[src/rtl/tick_period_meter.sv]
// tick_period_meter: counts clk cycles between rising edges of tick_in.
// Optional TICK_SYNC_EN adds a two-flop synchronizer ahead of edge detect.
module tick_period_meter #(
   parameter int CNT_W   = 28,
   parameter int TIMEOUT = 100000000
) (
   input  logic             clk,
   input  logic             Reset,
   input  logic             tick_in,
   output logic [CNT_W-1:0] period,
   output logic             period_valid,
   input  logic             period_ready,
   output logic             timeout,
   output logic             overrun
);

   localparam logic [CNT_W-1:0] TO_CNT = CNT_W'(TIMEOUT);
   localparam logic [CNT_W-1:0] ONE    = CNT_W'(1);

   typedef enum logic {
      IDLE,
      MEASURE
   } state_t;

   state_t           state;
   state_t           state_nxt;
   logic [CNT_W-1:0] cnt;
   logic [CNT_W-1:0] cnt_nxt;
   logic             timeout_nxt;
   logic             result;
   logic             tick_src;
   logic             tick_s;
   logic             tick_q;
   logic             rise;

`ifdef TICK_SYNC_EN
   logic sync_a;
   logic sync_b;

   always_ff @(posedge clk) begin
      if (Reset) begin
         sync_a <= 1'b1;
         sync_b <= 1'b1;
      end else begin
         sync_a <= tick_in;
         sync_b <= sync_a;
      end
   end

   assign tick_src = sync_b;
`else
   assign tick_src = tick_in;
`endif

   // Both stages reset high so a level already high at release is no edge.
   always_ff @(posedge clk) begin
      if (Reset) begin
         tick_s <= 1'b1;
         tick_q <= 1'b1;
      end else begin
         tick_s <= tick_src;
         tick_q <= tick_s;
      end
   end

   assign rise = tick_s & ~tick_q;

   always_comb begin
      state_nxt   = state;
      cnt_nxt     = cnt;
      timeout_nxt = timeout;
      result      = 1'b0;
      unique case (state)
         IDLE: begin
            if (rise) begin
               cnt_nxt     = ONE;
               timeout_nxt = 1'b0;
               state_nxt   = MEASURE;
            end
         end
         MEASURE: begin
            // A rise on the timeout cycle still yields a result.
            if (rise) begin
               result      = 1'b1;
               cnt_nxt     = ONE;
               timeout_nxt = 1'b0;
            end else if (cnt == TO_CNT) begin
               timeout_nxt = 1'b1;
               state_nxt   = IDLE;
            end else begin
               cnt_nxt = cnt + ONE;
            end
         end
         default: begin
            state_nxt = IDLE;
         end
      endcase
   end

   always_ff @(posedge clk) begin
      if (Reset) begin
         state   <= IDLE;
         cnt     <= '0;
         timeout <= 1'b0;
      end else begin
         state   <= state_nxt;
         cnt     <= cnt_nxt;
         timeout <= timeout_nxt;
      end
   end

   always_ff @(posedge clk) begin
      if (Reset) begin
         period       <= '0;
         period_valid <= 1'b0;
         overrun      <= 1'b0;
      end else if (result) begin
         if (!period_valid || period_ready) begin
            period       <= cnt;
            period_valid <= 1'b1;
         end else begin
            overrun <= 1'b1;
         end
      end else if (period_valid && period_ready) begin
         period_valid <= 1'b0;
      end
   end

endmodule

[config.mk]
export PLATFORM = sky130hd
export DESIGN_NAME = tick_period_meter
export DESIGN_NICKNAME = d
export VERILOG_FILES = /design/src/rtl/tick_period_meter.sv
export SDC_FILE = /design/constraint.sdc
export NUM_CORES = 1
export LEC_CHECK = 0
export ABC_AREA = 1
export CAP_MARGIN = 20
export CORE_ASPECT_RATIO = 1.2
export CORE_MARGIN = 1
export CORE_UTILIZATION = 55
export CTS_CLUSTER_SIZE = 20
export DETAILED_ROUTE_END_ITERATION = 12
export PLACE_DENSITY = 0.78
export SYNTH_ARGS = -nofsm -noshare
export SYNTH_HDL_FRONTEND = slang
export SYNTH_SLANG_ARGS = --single-unit
[constraint.sdc]
create_clock -name clk -period 1.9 [get_ports clk]
set_input_delay 0.38 -clock clk [delete_from_list [all_inputs] [get_ports clk]]
set_output_delay 0.38 -clock clk [all_outputs]
set_load 0.01 [all_outputs]
==> reports/metrics.cfg <==
[status]
status = complete, no violations

[route]
routed-wl-met2_um = 3404
drc = 0
wl_per_cell_um = 12.98
wl_met1_um = 3420
vias_per_cell = 5.292
first_pass_iters = 5
num_vias = 3011
met3_length_um = 396
top_layer = met4
ant_nets = 0
finalWirelength_um = 7388
drt_iter0_drc = 260

[placed_design]
dp_hpwl_um = 5534
placed_cells = 554
port_buffers = 34
dp_slack_ns = 0.2010
place.gp.congestion = 0.9416
dpl-instance-area_mm2 = 0.003492

[clock_network]
clk_path_buf_depth = 2
cts_hold_buf = 0
clkTransAtPathRegs_ns = 0.07
numCtsBuffers = 9
htree_levels = 3
clock_latency_ns = 0.34
clock_sinks = 62
tritoncts = yes
cts_root_buf = clkbuf_8

[cells_and_area]
fill_cells = 467
layout_common_cells = 119 x nand2_1, 64 x nor2_1, 62 x dfxtp_1
final_nets = 509
area_growth_pct = 20.76
final_common_cell = nand2_1
final_cells = 569
utilization = 0.6951
antenna_cells = 0
drive_above_1_share = 0.09665
fin_area_mm2 = 0.003682

[global_routing]
grt_pass1_wl_um = 12820
grt_overflow = 0
groute.usage.overall = 0.2751
first_global_vias = 2826
grt_max_degree = 35
grt_antenna_before_repair = 0

[min_path]
hp-start = tick_s
hp-class = reg -> reg

[pwr]
peakVddDrop_uv = 631.1
power_density_mw_per_mm2 = 694.4
finalPower_mw = 2.557
p_leak_nw = 1.383

[setup_path]
crit_type = reg -> reg
max_stage_delay_ns = 0.34
crit_arrival_ns = 2.01
cp-start-kind = flop
path_cells = inv_1 -> ha_1 -> inv_1 -> nor2_1 -> nand2_1 -> nor2_2 -> nand3_4 -> nand2_2 -> nand2_1 -> a21oi_2
timing.rr.start = cnt[0]
slowest_stage = dfxtp_1
crit_fanout = 11
endpoint_kind = flop
cp.required_ns = 2.17
cp-startpoint = cnt[0]

[timing]
fin_crit_ns = 1.739
hold_viol = 0
worst_slew_pin_slew_ns = 0.4562
slew_headroom = 0.6927
hold_slack_ns = 0.4319
drv_slew = 0
setup_violations = 0
finClkSkew_ns = 0.008813
max_freq_mhz = 575.1
grt_setup_unrepaired = no
fin_ws_ns = 0.1611
fin_setup_tns_ns = 0
timing.final.crit_share = 0.9152

[yosys]
netlist.top_cell.by_area = dfxtp_1
synth_xor_area_frac = 0.005745
synth.net_count = 467
synth_top_family_by_area = simple AND/OR/NAND/NOR gates
yosysWarningCount = 0
yosys.area_share.simple = 0.3537
postSynthAreaPerCell_um2 = 6.614
synth_area_leaders = dfxtp_1 41%, nand2_1 15%, nor2_1 8.0%
syn_inst = 461
yosys.area_share.adder = 0.008207
synth.cell_area_mm2 = 0.003049
yosysUniqueCellTypes = 25
ys_ff_latch = 62
synth_compound_area_frac = 0.1305
synth_mux_area_frac = 0
ys_seq_area_frac = 0.4071
yosysTopAreaCellShare = 0.4071

[floorplanning]
core_mm2 = 0.005298
fp.dieH_um = 83.57
pin_count = 35
start_util = 0.5756
die_x_um = 69.97
dieArea_mm2 = 0.005847
placement_rows = 29

[job]
cap_violations = 0

## power breakdown
| part | internal [mW] | switching, mW |
|---|---|---|
| registers | 1.31 | 0.00665 |
| logic | 0.0432 | 0.0729 |
| clock network | 0.624 | 0.499 |
## cell usage after synthesis
library cell / number
nand3_4: 1
o21ai_0: 30
nand3b_1: 1
nor2_4: 3
buf_2: 1
or2_2: 1
clkbuf_1: 9
inv_2: 3
inv_1: 54
nand4_1: 11
clkbuf_8: 1
o21bai_1: 1
nand2_1: 119
buf_6: 2
nor3_1: 4
ha_1: 2
nor2_1: 65
nand2_2: 3
o21ai_1: 4
nor2_2: 8
a21oi_1: 37
a21oi_2: 4
nand3_1: 33
xor2_1: 2
dfxtp_1: 62
## area by class of cell
cell class                      count  area (µm²)  share of cell area
Clock inverter                      5       50.05             0.01359
Clock buffer                       10       137.6             0.03738
Sequential cell                    62        1241              0.3371
Timing Repair Buffer               44       440.4              0.1196
Multi-Input combinational cell    329        1521              0.4132
Inverter                           57       214.0             0.05810
Tap cell                           62       77.57             0.02107
## per-layer routing
| metal | GRT usage | vias to the layer above |
|---|---|---|
| li1 | - | 1555 |
| met1 | 0.3616 | 1345 |
| met2 | 0.4388 | 97 |
| met3 | 0.05676 | 14 |
| met4 | 0.1109 | 0 |
| met5 | 0 | - |
## logic make-up (layout without fill, tap and decap cells)
family / after synthesis / in the layout
and+or+nand+nor: 249 / 249
buffers and inverters: 70 / 116
AOI/OAI and AO/OA: 76 / 76
xor gates and xnor gates: 2 / 2
DFF: 62 / 62
adders and majority gates: 2 / 2
## state kept, by name (all words and copies together) (netlist names)
register / flops
cnt: 28
period: 28
overrun: 1
period_valid: 1
state: 1
tick_q: 1
tick_s: 1
timeout: 1
## what timing repair did
action,in CTS,in global routing
gates resized for setup,0,1
setup buffers,0,0
endpoints found under the setup margin,0,1
endpoints found under the hold margin,0,0
## critical path: cells and delay by family, from the launching register on
family | cells | cell delay, ns
and+or+nand+nor | 6 | 0.81
DFF | 1 | 0.34
adders and majority gates | 1 | 0.21
buffers and inverters | 2 | 0.18
AOI/OAI and AO/OA | 1 | 0.14
## path summary, 6_finish.rpt
path	endpoint	slack (ns)	cells past startpoint
hold reg to reg	tick_q	0.43	2
setup reg to reg	cnt[20]	0.16	10
setup / recovery	cnt[20]	0.16	10
hold / removal	tick_q	0.43	2
No activity file was read; power rests on OpenSTA's default activity.
